File: src/rtl/dnn_pkg.sv
// Shared helpers for the DNN datapath blocks.
package dnn_pkg;

    // clog2 with a floor of 1 so that single-entry memories still get a 1-bit address.
    function automatic int clog2_floor1(input int n);
        int result;
        result = 0;
        while ((1 << result) < n) begin
            result++;
        end
        if (result < 1) begin
            result = 1;
        end
        return result;
    endfunction

endpackage

File: src/rtl/simple_dual_port_mem.sv
// One bank: write-only port A, registered read-first port B, pattern or zero initial contents.
module simple_dual_port_mem
    import dnn_pkg::*;
#(
    parameter int purpose = 1,
    parameter int depth   = 16,
    parameter int width   = 12,
    parameter int index   = 0,
    localparam int addrsize = clog2_floor1(depth)
) (
    input  logic                clk,
    input  logic                reset,
    input  logic                we_i,
    input  logic [addrsize-1:0] addr_wr_i,
    input  logic [width-1:0]    data_wr_i,
    input  logic [addrsize-1:0] addr_rd_i,
    output logic [width-1:0]    data_rd_o
);

    typedef logic [width-1:0] mem_t [depth];

    // Inverted global word index gives every word of every bank a distinct start value.
    function automatic mem_t init_contents();
        mem_t m;
        for (int a = 0; a < depth; a++) begin
            if (purpose == 0) begin
                m[a] = '0;
            end else begin
                m[a] = width'(~(index * depth + a));
            end
        end
        return m;
    endfunction

    localparam logic [addrsize:0] DEPTH_LIMIT = depth[addrsize:0];

    // No reset on the array so it maps onto block RAM.
    logic [width-1:0] mem_q [depth] = init_contents();
    logic [width-1:0] data_rd_q;
    logic [width-1:0] data_rd_d;
    logic             wr_valid;
    logic             rd_valid;

    assign wr_valid = ({1'b0, addr_wr_i} < DEPTH_LIMIT);
    assign rd_valid = ({1'b0, addr_rd_i} < DEPTH_LIMIT);

    always_ff @(posedge clk) begin
        if (reset && we_i && wr_valid) begin
            mem_q[addr_wr_i] <= data_wr_i;
        end
    end

    // The nonblocking write above makes this read see the old word on a collision.
    always_comb begin
        data_rd_d = '0;
        if (rd_valid) begin
            data_rd_d = mem_q[addr_rd_i];
        end
    end

    always_ff @(posedge clk or negedge reset) begin
        if (!reset) begin
            data_rd_q <= '0;
        end else begin
            data_rd_q <= data_rd_d;
        end
    end

    assign data_rd_o = data_rd_q;

endmodule

File: src/rtl/parallel_simple_dual_port_memory.sv
// z independent simple dual-port banks; bank i uses slice i of every flattened bus.
module parallel_simple_dual_port_memory
    import dnn_pkg::*;
#(
    parameter int purpose = 1,
    parameter int z       = 2,
    parameter int depth   = 16,
    parameter int width   = 12,
    localparam int addrsize = clog2_floor1(depth)
) (
    input  logic                  clk,
    input  logic                  reset,
    input  logic [z*addrsize-1:0] addressA,
    input  logic [z-1:0]          weA,
    input  logic [z*width-1:0]    data_inA,
    input  logic [z*addrsize-1:0] addressB,
    output logic [z*width-1:0]    data_outB
);

    for (genvar gi = 0; gi < z; gi++) begin : g_bank
        simple_dual_port_mem #(
            .purpose(purpose),
            .depth  (depth),
            .width  (width),
            .index  (gi)
        ) u_bank (
            .clk      (clk),
            .reset    (reset),
            .we_i     (weA[gi]),
            .addr_wr_i(addressA[gi*addrsize +: addrsize]),
            .data_wr_i(data_inA[gi*width +: width]),
            .addr_rd_i(addressB[gi*addrsize +: addrsize]),
            .data_rd_o(data_outB[gi*width +: width])
        );
    end

endmodule

File: config.mk
export PLATFORM = sky130hd
export DESIGN_NAME = parallel_simple_dual_port_memory
export DESIGN_NICKNAME = d
export VERILOG_FILES = /design/src/rtl/dnn_pkg.sv /design/src/rtl/simple_dual_port_mem.sv /design/src/rtl/parallel_simple_dual_port_memory.sv
export SDC_FILE = /design/constraint.sdc
export NUM_CORES = 1
export LEC_CHECK = 0
export BUFFER_PORTS_ARGS = -buffer_cell sky130_fd_sc_hd__buf_4
export CAP_MARGIN = 20
export CORE_MARGIN = 10
export CORE_UTILIZATION = 55
export DETAILED_ROUTE_END_ITERATION = 6
export PLACE_DENSITY = 0.81
export SLEW_MARGIN = 15
export SYNTH_ARGS = -nofsm -noshare
export SYNTH_HDL_FRONTEND = slang
export SYNTH_SLANG_ARGS = --single-unit
File: constraint.sdc
create_clock -name clk -period 1.1 [get_ports clk]
set_input_delay 0.055 -clock clk [delete_from_list [all_inputs] [get_ports clk]]
set_output_delay 0.055 -clock clk [all_outputs]
set_load 0.05 [all_outputs]
* Word level (Yosys, flattened, before mapping)
Memory sizes are Yosys's and may differ from the RTL's. A register that Yosys moved wholly into a read port is not among the register bits.
Cells that the tools add are included.
W data, S select, Z words.
** Word-level totals
- Register bits :: 0
- Memory bits (writable) :: 384
- Input port bits :: 44
- Word-level logic and storage cells :: 10
- Memories kept :: 2
** Cells by class
- Multiplexer cells :: 4
- Reduce and logical (&&, ||, !) cells :: 4
** Memories
- g_bank[0].u_bank.mem_q :: depth 16, width 12, read ports 1, clocked after memory_dff 1, write ports 1, line simple_dual_port_mem.sv:38 : logic [width-1:0] mem_q [depth] = init_contents();
- g_bank[1].u_bank.mem_q :: depth 16, width 12, read ports 1, clocked after memory_dff 1, write ports 1, line simple_dual_port_mem.sv:38
** Operators by type and width (number)
- $mux W1 :: 4
- $logic_and A1 B1 Y1 :: 2
- $logic_not A1 Y1 :: 2

* Longest topological paths before layout
- Word-level depth :: 3
- Mapped depth :: 5
- Gate-level depth less buffers :: 3

* By module
Synthesis repeated with hierarchy kept, for this count alone.
** Second synthesis, totals
- Cells, all modules :: 660
- Area, all modules :: 15329.7 um2
** Modules (own cells, without submodules)
- simple_dual_port_mem :: instances 2, cells an instance 330, area an instance 7664.9 um2, seq. area each 6065.8 um2

* Worst setup path after synthesis
Ideal clock, no wire load.
- Path type :: input to register
- From :: input port reset
- To :: memory g_bank[1].u_bank.mem_q[0][0] (enable)
- Setup time :: 0.396 ns
- Data arrival time :: 1.567 ns
- Path slack :: -0.863 ns
- Cell stages on the path :: 4
- Path buffers :: 1
- Cell sequence :: clkbuf_1 nand2_1 or3_1 nor3_1
** Between the ends
- Cells in the longest elaborated chain, start to end :: 3
** Ends and longest elaborated chain
- start, declared :: line parallel_simple_dual_port_memory.sv:12 : input logic reset,
- $logic_and A1 B1 Y1 :: line simple_dual_port_mem.sv:48 : if (reset && we_i && wr_valid) begin
- $mux W1 :: line simple_dual_port_mem.sv:48
- $mux W1 (implied by the code) :: line simple_dual_port_mem.sv:49 : mem_q[addr_wr_i] <= data_wr_i;
- end, declared :: line simple_dual_port_mem.sv:38
Every way passes these cells.

==> metrics.md <==
| Metric | Value |
|---|---|
| Outcome | complete, but fails checks |
| Failing checks | negative setup slack |
| Most frequent cells after synthesis | edfxtp_1, mux4_2, a22oi_1 |
| Worst r2r path cells | 3 |
| Row Count | 61 |
| Final worst path period need | 1.41 ns |
| Worst Setup Slack, final | -0.309 ns |
| CTS tree | yes |
| Die Ht | 187 um |
| Port Buffers | 67 |
| Slowest CP cell | mux4_2 |
| Min-delay worst type | in -> reg |
| Inst Count DP | 1157 |
| H-tree depth | 2 |
| Postcts setup bufs | 0 |
| Post-synth EDFFs | 384 |
| Final setup skew | 0.0144 ns |
| Worst r2r src | g_bank[0].u_bank.mem_q[1][7] |
| Count leader, synth | edfxtp_1 |
| Fillers | 1551 |
| WL met2 | 19100 um |
| Initial DRT Pass Iterations | 5 |
| Final ANT Viol Nets | 0 |
| FMAX | 710 MHz |
| 1st-iter DRT viols | 1068 |
| End of the worst register-to-register path | g_bank[0].u_bank.data_rd_o[7] |
| Layout cells sized above 1 | 42.5% |
| Avg WL per Cell | 30.0 um |
| CP Class | reg -> reg |
| Synth Cell Area | 15300 um^2 |
| DR top layer | met5 |
| Initial antenna violation count | 1 |
| Clock Latency Late Sink | 0.53 ns |
| Syn Inst Count | 661 |
| RSZ-0062 raised after global routing | true |
| Overflow after GRT | 0 |
| CTS buffer count | 39 |
| Max Cap Viol | 0 |
| Via/cell ratio | 6.35 |
| CORE AREA | 27600 um^2 |
| P per Cell Area | 1720 nW/um^2 |
| Gpl congestion | 0.799 |
| Layout area overhead | 24.8% |
| Detailed placement HPWL | 21300 um |
| Worst Hold Path EP | g_bank[1].u_bank.data_rd_o[0] |
| Yosys top cell area share | 75.2% |
| Die Width | 187 um |
| M1 WL | 13900 um |
| Clock Path Buffers | 3 |
| Reg2Reg Setup Slack | -0.31 ns |
| Max transition margin | 43.2% |
| Met3 wire length | 3470 um |
| # nets final | 893 |
| Synth area leaders | edfxtp_1, mux4_2, mux4_1 |
| Final Instance Count excl. Fillers | 1258 |
| Asr flop ratio synth | 5.88% |
| CP top delay family | multiplexers |
| Initial Util | 55.5% |
| Max IR drop VDD | 0.932 mV |
| Diodes inserted | 0 |
| Yosys warns | 0 |
| Clock transition at path regs | 0.07 ns |
| Setup TNS | -5.21 ns |
| Hold-critical path depth | 4 |
| Synth area leader | edfxtp_1 |
| Endpoints failing hold | 0 |
| Global-route wire length before repair | 56100 um |
| Clock net sink count | 408 |
| Syn_area_per_cell | 23.2 um^2 |
| Critical Path Start Type | flop |
| Required @ worst endpoint | 1.51 ns |
| Measured slew at the worst slew-check pin | 0.853 ns |
| Sequential area share after synthesis | 79.1% |
| Critical Path Sink Type | flop |
| Leak | 0.00632 uW |
| Worst path buffer plus inverter count | 0 |
| Synth Register Bits | 408 |
| DRC | 0 |
| Syn_nets | 705 |
| Total track usage | 21.5% |
| Crit-path cells | mux4_2 -> a22oi_2 -> nand2_1 |
| Largest net degree at the start of global routing | 24 |
| Max-slew violation count | 0 |
| DR vias | 7983 |
| Die area | 35000 um^2 |
| Vias in the first global route | 8374 |
| Clk root buf | clkbuf_16 |
| WL final | 37700 um |
| Top Ports | 68 |
| Crit-path max FO | 1 |
| Final setup fails | 48 |
| Unique cell type count in the Yosys netlist | 18 |
| Arrival @ worst endpoint | 1.81 ns |
| Hold Path Origin | addressB[6] |
| Top FF cell, synth | edfxtp_1 |
| CP max stage delay | 0.53 ns |
| Crit share post-route | 128% |
-- per-stage QoR --
step | total power [uW] | hold WS, ns | instance area, um^2 | setup WS, ns | util (%)
6_report | 33000 | 0.0510 | 19100 | -0.309 | 69.3
5_1_grt | 33800 | 0.0512 | 19100 | -0.337 | 69.3
4_1_cts | 32900 | 0.0440 | 19100 | -0.221 | 69.0
3_5_place_dp | 19800 | 0.122 | 17300 | -0.386 | 62.8
3_3_place_gp | 19700 | 0.111 | 17300 | -0.327 | 62.8
2_1_floorplan | 18800 | -0.241 | 15500 | -0.304 | -
-- flip-flops by register name (all words and copies together), names as in the netlist --
register,cells
g_bank.u_bank.mem_q,384
g_bank.u_bank.data_rd_o,24
-- repair_timing --
action	in CTS	in global routing
endpoints found under the setup margin	48	48
hold endpoints to repair	408	1
gates resized for setup	53	5
hold buffers	25	1
pin swaps	15	3
-- worst max-delay path by stage --
stage	startpoint	to	slack, ns	cells past startpoint
final	g_bank[0].u_bank.mem_q[1][7]	g_bank[0].u_bank.data_rd_o[7]	-0.31	3
after CTS	g_bank[0].u_bank.mem_q[1][10]	g_bank[0].u_bank.data_rd_o[10]	-0.22	3
after global routing	g_bank[0].u_bank.mem_q[1][7]	g_bank[0].u_bank.data_rd_o[7]	-0.34	3
after floorplan	reset	g_bank[1].u_bank.mem_q[0][0]	-0.30	4
after global placement	reset	g_bank[1].u_bank.mem_q[0][3]	-0.33	5
after detailed placement	addressB[6]	g_bank[1].u_bank.data_rd_o[7]	-0.39	4
-- worst register-to-register path: stages, from the launching register on --
cell and delay [ns]:
edfxtp_1 0.44, mux4_2 0.53, a22oi_2 0.20, nand2_1 0.11
-- area by class of cell --
| class | count | area [um^2] | share of cell area (%) |
|---|---|---|---|
| Clock buffer | 49 | 1010 | 5.29 |
| Sequential cell | 408 | 12100 | 63.4 |
| Tap cell | 378 | 473 | 2.47 |
| Clock inverter | 23 | 221 | 1.16 |
| Timing Repair Buffer | 176 | 2010 | 10.5 |
| Multi-Input combinational cell | 224 | 3290 | 17.2 |
-- report_power, final --
group | leakage (uW) | total [uW] | internal [uW] | switching (uW)
sequential | 0.00375 | 17400 | 17200 | 118
combinational | 0.00196 | 2440 | 1030 | 1410
clock | 0.000607 | 13200 | 7520 | 5670
-- metal layers --
metal / up-vias / track usage (%)
met2: 495 / 35.4
met1: 4219 / 28.5
met5: - / 0
met4: 2 / 7.29
li1: 3183 / -
met3: 84 / 4.10
-- kinds of logic after synthesis --
kind of cell           count (synthesis)  synth area share (%)
muxes                                 96                  14.8
AOI/OAI and AO/OA                     48                  2.35
and+or+nand+nor                       80                  2.38
buffers and inverters                 29                  1.31
DFF                                  408                  79.1
-- cell usage in the layout (no fill, tap or decap) --
cell type,n
a22oi_1,14
a22oi_2,34
dlygate4sd3_1,26
nor2_4,12
or3_4,2
edfxtp_1,384
clkbuf_16,39
clkinv_1,6
nand2_2,1
nor2_1,2
bufinv_16,4
nor2_2,12
buf_6,27
mux4_2,96
clkinvlp_4,1
nand2b_1,4
clkbuf_1,10
clkinv_2,9
dfrtp_1,24
buf_4,81
nand4_1,2
and2_1,2
nor2b_1,1
inv_6,3
nand4b_1,4
nand2_1,27
nor2b_2,3
buf_12,42
nor3_4,8
Power figures use the tool's default switching activity.
